### src/rtl/mbisr_ctrl_pkg.sv
// Shared types for the MBISR repair-chain controller: command ops, FSM states
// and the default data word width.
package mbisr_ctrl_pkg;

    localparam int DEF_W = 32;

    typedef enum logic [1:0] {
        OP_LOAD          = 2'd0,
        OP_UNLOAD        = 2'd1,
        OP_UNLOAD_RECIRC = 2'd2
    } mbisr_op_e;

    typedef enum logic [1:0] {
        ST_IDLE    = 2'd0,
        ST_CAPTURE = 2'd1,
        ST_SHIFT   = 2'd2,
        ST_FLUSH   = 2'd3
    } mbisr_state_e;

    // The reserved encoding behaves as a plain unload.
    function automatic mbisr_op_e decode_op(input logic [1:0] raw);
        case (raw)
            2'd0:    return OP_LOAD;
            2'd2:    return OP_UNLOAD_RECIRC;
            default: return OP_UNLOAD;
        endcase
    endfunction

endpackage

### src/rtl/mbisr_chain_ctrl_if.sv
// Command, load-word and unload-word handshakes between the repair-data
// engine (master) and the chain controller (slave).
interface mbisr_chain_ctrl_if #(
    parameter int W = mbisr_ctrl_pkg::DEF_W
);
    logic         cmd_valid;
    logic         cmd_ready;
    logic [1:0]   cmd_op;
    logic [W-1:0] wr_data;
    logic         wr_valid;
    logic         wr_ready;
    logic [W-1:0] rd_data;
    logic         rd_valid;
    logic         rd_ready;

    modport master (
        output cmd_valid, cmd_op, wr_data, wr_valid, rd_ready,
        input  cmd_ready, wr_ready, rd_data, rd_valid
    );

    modport slave (
        input  cmd_valid, cmd_op, wr_data, wr_valid, rd_ready,
        output cmd_ready, wr_ready, rd_data, rd_valid
    );
endinterface

### src/rtl/mbisr_ctrl_wordbuf.sv
// W-bit serializer/deserializer: loaded words shift out from bit 0, unload
// bits are assembled at the running bit index and cleared per word.
module mbisr_ctrl_wordbuf #(
    parameter int W = 32
) (
    input  logic         CLK,
    input  logic         RSTB,
    input  logic         clr,
    input  logic         load,
    input  logic [W-1:0] load_data,
    input  logic         shift,
    input  logic         bit_in,
    input  logic         last,
    output logic         bit_out,
    output logic         full,
    output logic         at_last,
    output logic [W-1:0] word
);
    localparam int IW = (W > 1) ? $clog2(W) : 1;

    logic [W-1:0]  data;
    logic [IW-1:0] idx;

    assign at_last = (idx == IW'(W - 1));
    assign bit_out = data[idx];
    assign word    = data | (W'(bit_in) << idx);

    // A load on the cycle the final bit leaves takes priority over emptying.
    always_ff @(posedge CLK) begin
        if (!RSTB || clr) begin
            data <= '0;
            idx  <= '0;
            full <= 1'b0;
        end else if (load) begin
            data <= load_data;
            idx  <= '0;
            full <= 1'b1;
        end else if (shift) begin
            if (at_last || last) begin
                data <= '0;
                idx  <= '0;
                full <= 1'b0;
            end else begin
                data[idx] <= bit_in;
                idx       <= idx + IW'(1);
            end
        end
    end

endmodule

### src/rtl/mbisr_chain_ctrl.sv
// MBISR repair-chain controller: loads words onto the scan chain or captures
// and unloads it (optionally recirculating), with stall-by-clock-enable.
module mbisr_chain_ctrl
    import mbisr_ctrl_pkg::*;
#(
    parameter int LEN = 26,
    parameter int W   = DEF_W
) (
    input  logic              CLK,
    input  logic              RSTB,
    mbisr_chain_ctrl_if.slave bus,
    output logic              chain_se,
    output logic              chain_si,
    output logic              chain_ce,
    input  logic              chain_so,
    output logic              busy,
    output logic              done
);
    localparam int CW = $clog2(LEN + 1);
    localparam logic [CW-1:0] LAST = CW'(LEN - 1);

    mbisr_state_e  state;
    mbisr_op_e     op;
    mbisr_op_e     op_in;
    logic [CW-1:0] cnt;
    logic [W-1:0]  rd_word;
    logic          rd_vld;
    logic          cmd_take, is_load, last_bit, word_end, shift, wr_fire;
    logic          buf_bit, buf_full, buf_at_last;
    logic [W-1:0]  buf_word;

    assign op_in    = decode_op(bus.cmd_op);
    assign cmd_take = (state == ST_IDLE) && bus.cmd_valid;
    assign is_load  = (op == OP_LOAD);
    assign last_bit = (cnt == LAST);
    assign word_end = buf_at_last || last_bit;

    // Chain pins depend only on registered state, so no handshake input can
    // glitch the ICG enable.
    always_comb begin
        chain_se = 1'b0;
        chain_ce = 1'b0;
        chain_si = 1'b0;
        case (state)
            ST_CAPTURE: chain_ce = 1'b1;
            ST_SHIFT: begin
                chain_se = 1'b1;
                if (is_load) begin
                    chain_ce = buf_full;
                    chain_si = buf_bit;
                end else begin
                    chain_ce = !(rd_vld && word_end);
                    chain_si = (op == OP_UNLOAD_RECIRC) && chain_so;
                end
            end
            default: ;
        endcase
    end

    assign shift        = (state == ST_SHIFT) && chain_ce;
    assign bus.wr_ready = (state == ST_SHIFT) && is_load &&
                          (!buf_full || (buf_at_last && !last_bit));
    assign wr_fire      = bus.wr_valid && bus.wr_ready;
    assign bus.cmd_ready = (state == ST_IDLE);
    assign busy          = (state != ST_IDLE);
    assign bus.rd_data   = rd_word;
    assign bus.rd_valid  = rd_vld;

    mbisr_ctrl_wordbuf #(.W(W)) u_buf (
        .CLK       (CLK),
        .RSTB      (RSTB),
        .clr       (cmd_take),
        .load      (wr_fire),
        .load_data (bus.wr_data),
        .shift     (shift),
        .bit_in    (chain_so),
        .last      (last_bit),
        .bit_out   (buf_bit),
        .full      (buf_full),
        .at_last   (buf_at_last),
        .word      (buf_word)
    );

    always_ff @(posedge CLK) begin
        if (!RSTB) begin
            state   <= ST_IDLE;
            op      <= OP_LOAD;
            cnt     <= '0;
            rd_word <= '0;
            rd_vld  <= 1'b0;
            done    <= 1'b0;
        end else begin
            done <= 1'b0;
            if (rd_vld && bus.rd_ready) rd_vld <= 1'b0;
            case (state)
                ST_IDLE: if (bus.cmd_valid) begin
                    op    <= op_in;
                    cnt   <= '0;
                    state <= (op_in == OP_LOAD) ? ST_SHIFT : ST_CAPTURE;
                end
                ST_CAPTURE: state <= ST_SHIFT;
                ST_SHIFT: if (shift) begin
                    cnt <= cnt + CW'(1);
                    if (!is_load && word_end) begin
                        rd_word <= buf_word;
                        rd_vld  <= 1'b1;
                    end
                    if (last_bit) begin
                        if (is_load) begin
                            state <= ST_IDLE;
                            done  <= 1'b1;
                        end else begin
                            state <= ST_FLUSH;
                        end
                    end
                end
                ST_FLUSH: if (!rd_vld || bus.rd_ready) begin
                    state <= ST_IDLE;
                    done  <= 1'b1;
                end
                default: state <= ST_IDLE;
            endcase
        end
    end

endmodule

### src/flat_wrapper.sv
// flat-port wrapper written by rule: the top's interface ports become plain ports
module mbisr_chain_ctrl_flat import mbisr_ctrl_pkg::*;
#(
    parameter int LEN = 26,
    parameter int W   = DEF_W
)
  (CLK, RSTB, chain_se, chain_si, chain_ce, chain_so, busy, done, bus_cmd_valid, bus_cmd_op, bus_wr_data, bus_wr_valid, bus_rd_ready, bus_cmd_ready, bus_wr_ready, bus_rd_data, bus_rd_valid);
  mbisr_chain_ctrl_if #(.W(W)) bus_i ();
  input  logic CLK;
  input  logic RSTB;
  output logic chain_se;
  output logic chain_si;
  output logic chain_ce;
  input  logic chain_so;
  output logic busy;
  output logic done;
  input wire logic [$bits(bus_i.cmd_valid)-1:0] bus_cmd_valid;
  input wire logic [$bits(bus_i.cmd_op)-1:0] bus_cmd_op;
  input wire logic [$bits(bus_i.wr_data)-1:0] bus_wr_data;
  input wire logic [$bits(bus_i.wr_valid)-1:0] bus_wr_valid;
  input wire logic [$bits(bus_i.rd_ready)-1:0] bus_rd_ready;
  output wire logic [$bits(bus_i.cmd_ready)-1:0] bus_cmd_ready;
  output wire logic [$bits(bus_i.wr_ready)-1:0] bus_wr_ready;
  output wire logic [$bits(bus_i.rd_data)-1:0] bus_rd_data;
  output wire logic [$bits(bus_i.rd_valid)-1:0] bus_rd_valid;
  assign bus_i.cmd_valid = bus_cmd_valid;
  assign bus_i.cmd_op = bus_cmd_op;
  assign bus_i.wr_data = bus_wr_data;
  assign bus_i.wr_valid = bus_wr_valid;
  assign bus_i.rd_ready = bus_rd_ready;
  assign bus_cmd_ready = bus_i.cmd_ready;
  assign bus_wr_ready = bus_i.wr_ready;
  assign bus_rd_data = bus_i.rd_data;
  assign bus_rd_valid = bus_i.rd_valid;
  mbisr_chain_ctrl #(.LEN(LEN), .W(W)) u_core (.CLK(CLK), .RSTB(RSTB), .bus(bus_i), .chain_se(chain_se), .chain_si(chain_si), .chain_ce(chain_ce), .chain_so(chain_so), .busy(busy), .done(done));
endmodule
### config.mk
export PLATFORM = sky130hd
export DESIGN_NAME = mbisr_chain_ctrl_flat
export DESIGN_NICKNAME = d
export VERILOG_FILES = /design/src/rtl/mbisr_ctrl_pkg.sv /design/src/rtl/mbisr_chain_ctrl_if.sv /design/src/rtl/mbisr_ctrl_wordbuf.sv /design/src/rtl/mbisr_chain_ctrl.sv /design/src/flat_wrapper.sv
export SDC_FILE = /design/constraint.sdc
export NUM_CORES = 1
export LEC_CHECK = 0
export BUFFER_PORTS_ARGS = -buffer_cell sky130_fd_sc_hd__buf_4
export CAP_MARGIN = 20
export CORE_MARGIN = 10
export CORE_UTILIZATION = 61
export CTS_CLUSTER_SIZE = 16
export DETAILED_ROUTE_END_ITERATION = 12
export PLACE_DENSITY_LB_ADDON = 0.08
export SLEW_MARGIN = 20
export SYNTH_ARGS = -nofsm -noshare
export SYNTH_HDL_FRONTEND = slang
export SYNTH_SLANG_ARGS = --single-unit
### constraint.sdc
create_clock -name CLK -period 7.1 [get_ports CLK]
set_clock_uncertainty 0.05 [all_clocks]
set_input_delay 1.065 -clock CLK [delete_from_list [all_inputs] [get_ports CLK]]
set_output_delay 1.065 -clock CLK [all_outputs]
set_load 0.02 [all_outputs]
==> flow_summary_export.csv, run 1 <==
group,metric,value,unit
synth,synth_area_leaders,"dfxtp_1 (34%), a211oi_1 (10%), nor2_1 (6.6%)",
timing,max_slew.worst_pin.slew,0.942,ns
detailed_routing,drc_errors,0,
timing,whs,0.451,ns
setup_path,crit_arrival,3.12,ns
timing,finalSetupTns,0,ns
synth,synth_seq_area_share,33.7,%
clock_tree,clkTransAtPathRegs,0.08,ns
timing,final_max_slew_viol_count,0,
clock_tree,cts.repair_timing.setup_buffer_count,0,
die,num_rows,32,
timing,slew-limit-headroom,37.1,%
clock_tree,clock_sink_count,81,
placement,placed_cell_area,5340,sq um
synth,synthAdderAreaFrac,2.86,%
synth,number_of_nets_produced_by_synthesis,618,
placement,preCtsSetupSlack,3.37,ns
die,dieWidth,109,microns
timing,post-route-min-period,4.23,ns
global_routing,all_layer_gr_usage,25.3,%
layout,fill_cells,655,
layout,ant_diodes,0,
layout,layout.nets,659,
global_routing,first_global_vias,4584,
status,outcome,"finished clean",
die,die_extent_in_y,109,microns
clock_tree,inserted_clock_buffers,9,
detailed_routing,drt-total-wl,15.1,mm
placement,gp_congestion,0.955,
timing,rsz0062_at_grt,"no",
global_routing,antenna_found_initial,0,
setup_path,timing.critical_path.fanout_max,20,
synth,post_synth_xor_area_fraction,0.182,%
synth,postSynthRegisterBits,81,
layout,area_growth_syn_to_layout,15.3,%
synth,synth_area,4810,sq um
layout,multi_input_comb_area,2920,sq um
timing,min_period_over_period,59.6,%
die,ioPinCount,80,
global_routing,grt_start_max_net_pins,66,
global_routing,global_route.overflow_total,0,
clock_tree,clock_tree.buffer_depth,2,
run,max_cap_violations,0,
synth,count_of_flip_flops_with_a_built_in_enable_after_synthesis,0,
timing,timing.final.hold_violations,0,
timing,fmax,236,MHz
detailed_routing,total_number_of_vias,4840,
global_routing,grt_first_pass_wirelength,24.1,mm
synth,synth-main-ff-cell,"dfxtp_1",
die,initial_cell_density_of_the_core,62.6,%
setup_path,worstSetupPathType,"flip-flop to output port",
clock_tree,clkLatencyLatePin,0.36,ns
synth,mux_contribution_to_synthesized_area,3.67,%
die,floorplan.core_area,7690,sq um
synth,synth_top_family_by_area,"compound AO/OA/AOI/OAI gates",
pwr,peakVddDrop,0.000303,V
die,floorplan.die_area,11800,sq um
synth,post_synth.cell_area_avg,8.48,sq um
synth,synth_cell_types,53,
placement,portBuffers,79,
synth,syn-instance-count,567,
synth,synth_simple_gate_area_share,24.8,%
synth,ys_async_sr_fraction,0,%
clock_tree,cts-resized-gates,0,
synth,synth_compound_area_share,28.8,%
layout,final-seq-area,1620,sq um
detailed_routing,drtAntennaViolNets,0,
timing,finalSetupViolCount,0,
detailed_routing,detail_route.wl_per_cell,21.2,microns
timing,postLayoutSetupSlackWorst,2.87,ns
layout,layout-drive-gt1-share,26.4,%
clock_tree,h_tree_level_count,3,
setup_path,worst_setup_path_start_kind,"flip-flop",
clock_tree,tritoncts,"built",
setup_path,worst_ep_required,5.98,ns
placement,hpwlAfterDp,10.6,mm
layout,stdcell_area,5550,sq um
detailed_routing,dr.pass1.iters,5,
synth,yosysWarningCount,0,
worst_hold_path,min-delay-path-class,"flip-flop to flip-flop",
pwr,leakage,1.90,nW
detailed_routing,drt-vias-per-instance,6.77,
clock_tree,cts_hold_buffers,0,
synth,synth_top_area_share,33.7,%
setup_path,critical_path.endpoint_type,"output port",
detailed_routing,drtIter0Drc,551,
synth,synthDominantAreaCellType,"dfxtp_1",
clock_tree,clock-root-buffer,"clkbuf_8",
pwr,power_density,221,nW/um^2
==> sequential cells by signal, indices dropped and copies added (netlist names) <==
name                 count
u_core.u_buf.idx         5
u_core.u_buf.data       32
u_core.u_buf.full        1
u_core.state             2
u_core.cnt               5
u_core.bus.rd_data      32
u_core.bus.rd_valid      1
u_core.op                2
u_core.done              1
==> final cells by class <==
class                   count  area share, %
repair buffers             85           11.5
clock buffers              12           2.80
inverters                   9          0.609
clock inverters             4          0.925
flip-flops and latches     81           29.2
well taps                 102           2.30
multi-input cells         422           52.6
==> logic make-up after synthesis <==
kind of cell             Yosys count
AND/OR/NAND/NOR                  220
AO/OA/AOI/OAI                    177
flip-flops                        81
buffers and inverters             64
multiplexers                      13
adder cells (fa/ha/maj)           11
XOR/XNOR                           1
==> through the flow <==
step	cells	total power, W	utilization (%)
5_1_grt	715	0.00128	72.2
3_5_place_dp	699	0.000876	69.5
2_1_floorplan	567	0.000773	-
6_report	715	0.00123	72.2
3_3_place_gp	699	0.000867	69.5
4_1_cts	715	0.00122	72.2
==> metal layers <==
| layer | vias up | track usage [%] | wire (microns) |
|---|---|---|---|
| met5 | - | 0 | 0 |
| met4 | 0 | 8.85 | 330 |
| met3 | 43 | 6.49 | 1630 |
| met2 | 302 | 41.6 | 7240 |
| met1 | 2284 | 31.5 | 5930 |
| li1 | 2211 | - | - |
==> placed cells by master (no fill, tap or decap), drive strengths merged, types with 10 or more instances in the layout <==
cell    synthesis  routed
a211oi         65      65
nand2          48      48
buf            29      85
nor2b          10      10
a221oi         32      32
nor4           34      34
dfxtp          81      81
clkbuf         26      12
ha             11      11
nor2           84      84
a21oi          40      40
==> synth_stat cells (3+ instances only) <==
cell type and n:
nand2_1 48, a21o_1 3, nand2b_1 7, nor4_1 13, dfxtp_1 81, mux4_2 3
a211oi_1 65, a41oi_1 3, a211o_1 3, a221oi_2 20, or2_2 3, nor4_2 21
nor2b_1 10, mux2_2 7, o21ai_0 7, buf_4 5, and3_1 5, buf_2 13
and2_1 3, a21oi_1 40, nand4b_1 3, inv_1 9, nor2_1 84, ha_1 11
nor3_1 6, clkbuf_1 26, a31oi_1 8, nand3_1 7, buf_1 9, a221oi_1 12
mux2i_1 3
==> report_power, final <==
part           internal [W]  total (W)  switching, W
registers          0.000465   0.000480     0.0000150
clock network      0.000182   0.000351      0.000169
logic              0.000144   0.000395      0.000251
==> worst max-delay path, cell delays in order, from the launching register on <==
cell and delay (ns):
dfxtp_1 0.79, nor2b_1 0.34, nor2b_1 0.61, a22oi_1 0.22, a31o_2 0.30, a41oi_1 0.30, buf_4 0.20
==> path summary, 6_finish.rpt <==
path                          startpoint                      to  slack, ns  depth (start not counted)
setup / recovery     u_core.u_buf.idx[3]                chain_si       2.87                          6
hold reg to reg   u_core.bus.rd_data[29]  u_core.bus.rd_data[29]       0.45                          2
setup reg to reg     u_core.u_buf.idx[1]    u_core.u_buf.data[2]       3.44                          8
hold / removal    u_core.bus.rd_data[29]  u_core.bus.rd_data[29]       0.45                          2
No activity file was read; power rests on OpenSTA's default activity.
==> run 2: changes to the inputs <==
--- a/config.mk
+++ b/config.mk
@@ -8,7 +8,7 @@
 export BUFFER_PORTS_ARGS = -buffer_cell sky130_fd_sc_hd__buf_4
 export CAP_MARGIN = 20
 export CORE_MARGIN = 10
-export CORE_UTILIZATION = 61
+export CORE_UTILIZATION = 51
 export CTS_CLUSTER_SIZE = 16
 export DETAILED_ROUTE_END_ITERATION = 12
 export PLACE_DENSITY_LB_ADDON = 0.08
==> constraint.sdc (replaced) <==
create_clock -name CLK -period 3.6 [get_ports CLK]
set_clock_uncertainty 0.05 [all_clocks]
set_input_delay 0.54 -clock CLK [delete_from_list [all_inputs] [get_ports CLK]]
set_output_delay 0.54 -clock CLK [all_outputs]
set_load 0.02 [all_outputs]
==> flow_summary_export.csv, run 2 (same netlist as run 1, synthesis figures left out) <==
group,metric,value,unit
global_routing,all_layer_gr_usage,22.2,%
setup_path,crit_arrival,2.79,ns
clock_tree,inserted_clock_buffers,9,
layout,layout.nets,667,
layout,layout-drive-gt1-share,27.1,%
global_routing,global_route.overflow_total,0,
worst_hold_path,min-delay-path-class,"primary input to flip-flop",
layout,layoutNonFillerInstCount,731,
global_routing,grt_start_max_net_pins,66,
die,num_rows,35,
timing,finalSetupViolCount,0,
timing,min_period_over_period,94.0,%
detailed_routing,drtAntennaViolNets,0,
detailed_routing,drc_errors,0,
timing,final_max_slew_viol_count,0,
clock_tree,clkLatencyLatePin,0.35,ns
global_routing,first_global_vias,4488,
detailed_routing,dr.pass1.iters,7,
pwr,leakage,1.95,nW
setup_path,timing.critical_path.fanout_max,20,
clock_tree,cts-resized-gates,0,
die,initial_cell_density_of_the_core,52.3,%
layout,layout_common_cells,"buf_4 (93), nor2_1 (83), dfxtp_1 (81)",
detailed_routing,drt-total-wl,15.3,mm
timing,finalSetupTns,0,ns
clock_tree,clock-root-buffer,"clkbuf_8",
global_routing,grt_first_pass_wirelength,24.3,mm
setup_path,worst_setup_path_start_kind,"flip-flop",
clock_tree,clkTransAtPathRegs,0.09,ns
clock_tree,cts_hold_buffers,0,
timing,post-route-min-period,3.38,ns
detailed_routing,detail_route.wl_per_cell,20.9,microns
setup_path,worstSetupPathType,"flip-flop to output port",
timing,slew-limit-headroom,37.8,%
clock_tree,clock_sink_count,81,
status,outcome,"finished clean",
detailed_routing,total_number_of_vias,4648,
die,dieWidth,117,microns
clock_tree,cts.repair_timing.setup_buffer_count,0,
run,max_cap_violations,0,
layout,fill_cells,848,
detailed_routing,drtIter0Drc,416,
placement,hpwlAfterDp,10.9,mm
die,floorplan.die_area,13700,sq um
setup_path,critical_path.endpoint_type,"output port",
pwr,power_density,438,nW/um^2
die,floorplan.core_area,9200,sq um
placement,gp_congestion,0.964,
clock_tree,h_tree_level_count,3,
layout,area_growth_syn_to_layout,16.9,%
timing,timing.final.hold_violations,0,
timing,fmax,296,MHz
detailed_routing,drt-vias-per-instance,6.36,
layout,final_common_cell,"buf_4",
timing,max_slew.worst_pin.slew,0.931,ns
die,ioPinCount,80,
die,die_extent_in_y,117,microns
global_routing,antenna_found_initial,0,
clock_tree,clock_tree.buffer_depth,2,
pwr,peakVddDrop,0.000385,V
clock_tree,tritoncts,"built",
setup_path,worst_ep_required,3.01,ns
layout,ant_diodes,0,
placement,portBuffers,79,
placement,dpl.cell_count,716,
timing,rsz0062_at_grt,"no",
==> run 2: path summary, 6_finish.rpt <==
check | startpoint | to | slack [ns] | cells past startpoint
worst min-delay path | bus_wr_data[27] | u_core.u_buf.data[27] | 0.41 | 3
worst max register to register | u_core.u_buf.idx[0] | u_core.u_buf.data[4] | 0.64 | 8
worst min register to register | u_core.bus.rd_data[27] | u_core.bus.rd_data[27] | 0.45 | 2
worst max-delay path | u_core.u_buf.idx[3] | chain_si | 0.22 | 6
==> run 2: per-stage QoR <==
stage / setup WS [ns] / hold WS [ns] / area (sq um) / utilization [%] / total power [W]
finish: 0.217 / 0.409 / 5620 / 61.1 / 0.00246
global route: 0.0610 / 0.414 / 5620 / 61.1 / 0.00259
CTS: 0.239 / 0.397 / 5620 / 61.1 / 0.00247
detailed placement: 0.631 / 0.441 / 5410 / 58.8 / 0.00174
global placement: 0.763 / 0.439 / 5410 / 58.8 / 0.00172
floorplan: 1.19 / 0.425 / 4810 / - / 0.00152
==> run 2: layout make-up <==
| type | count | area (sq um) | area share, % |
|---|---|---|---|
| well taps | 111 | 139 | 2.47 |
| clock buffers | 10 | 128 | 2.27 |
| multi-input cells | 422 | 2920 | 51.9 |
| flip-flops and latches | 81 | 1620 | 28.9 |
| inverters | 9 | 33.8 | 0.601 |
| clock inverters | 5 | 81.3 | 1.45 |
| repair buffers | 93 | 698 | 12.4 |
==> run 2: power by group <==
| group | total, W | switching, W | leakage [nW] | internal [W] |
|---|---|---|---|---|
| Combinational | 0.000779 | 0.000493 | 1.19 | 0.000286 |
| Sequential | 0.000946 | 0.0000282 | 0.653 | 0.000918 |
| Clock | 0.000739 | 0.000351 | 0.102 | 0.000388 |
| Total | 0.00246 | 0.000872 | 1.95 | 0.00159 |
==> run 2: critical path: stages, from the launching register on <==
cell     delay (ns)
dfxtp_1        0.80
nor2b_1        0.38
and2_1         0.42
a22oi_1        0.14
a31o_2         0.28
a41oi_1        0.25
buf_4          0.18
==> run 2: layer usage <==
layer  up-vias  global-route usage [%]  routed length, microns
met4         0                    9.06                     405
li1       2225                       -                       -
met1      2203                    28.6                    6410
met5         -                       0                       0
met2       189                    35.5                    7190
met3        31                    4.54                    1260
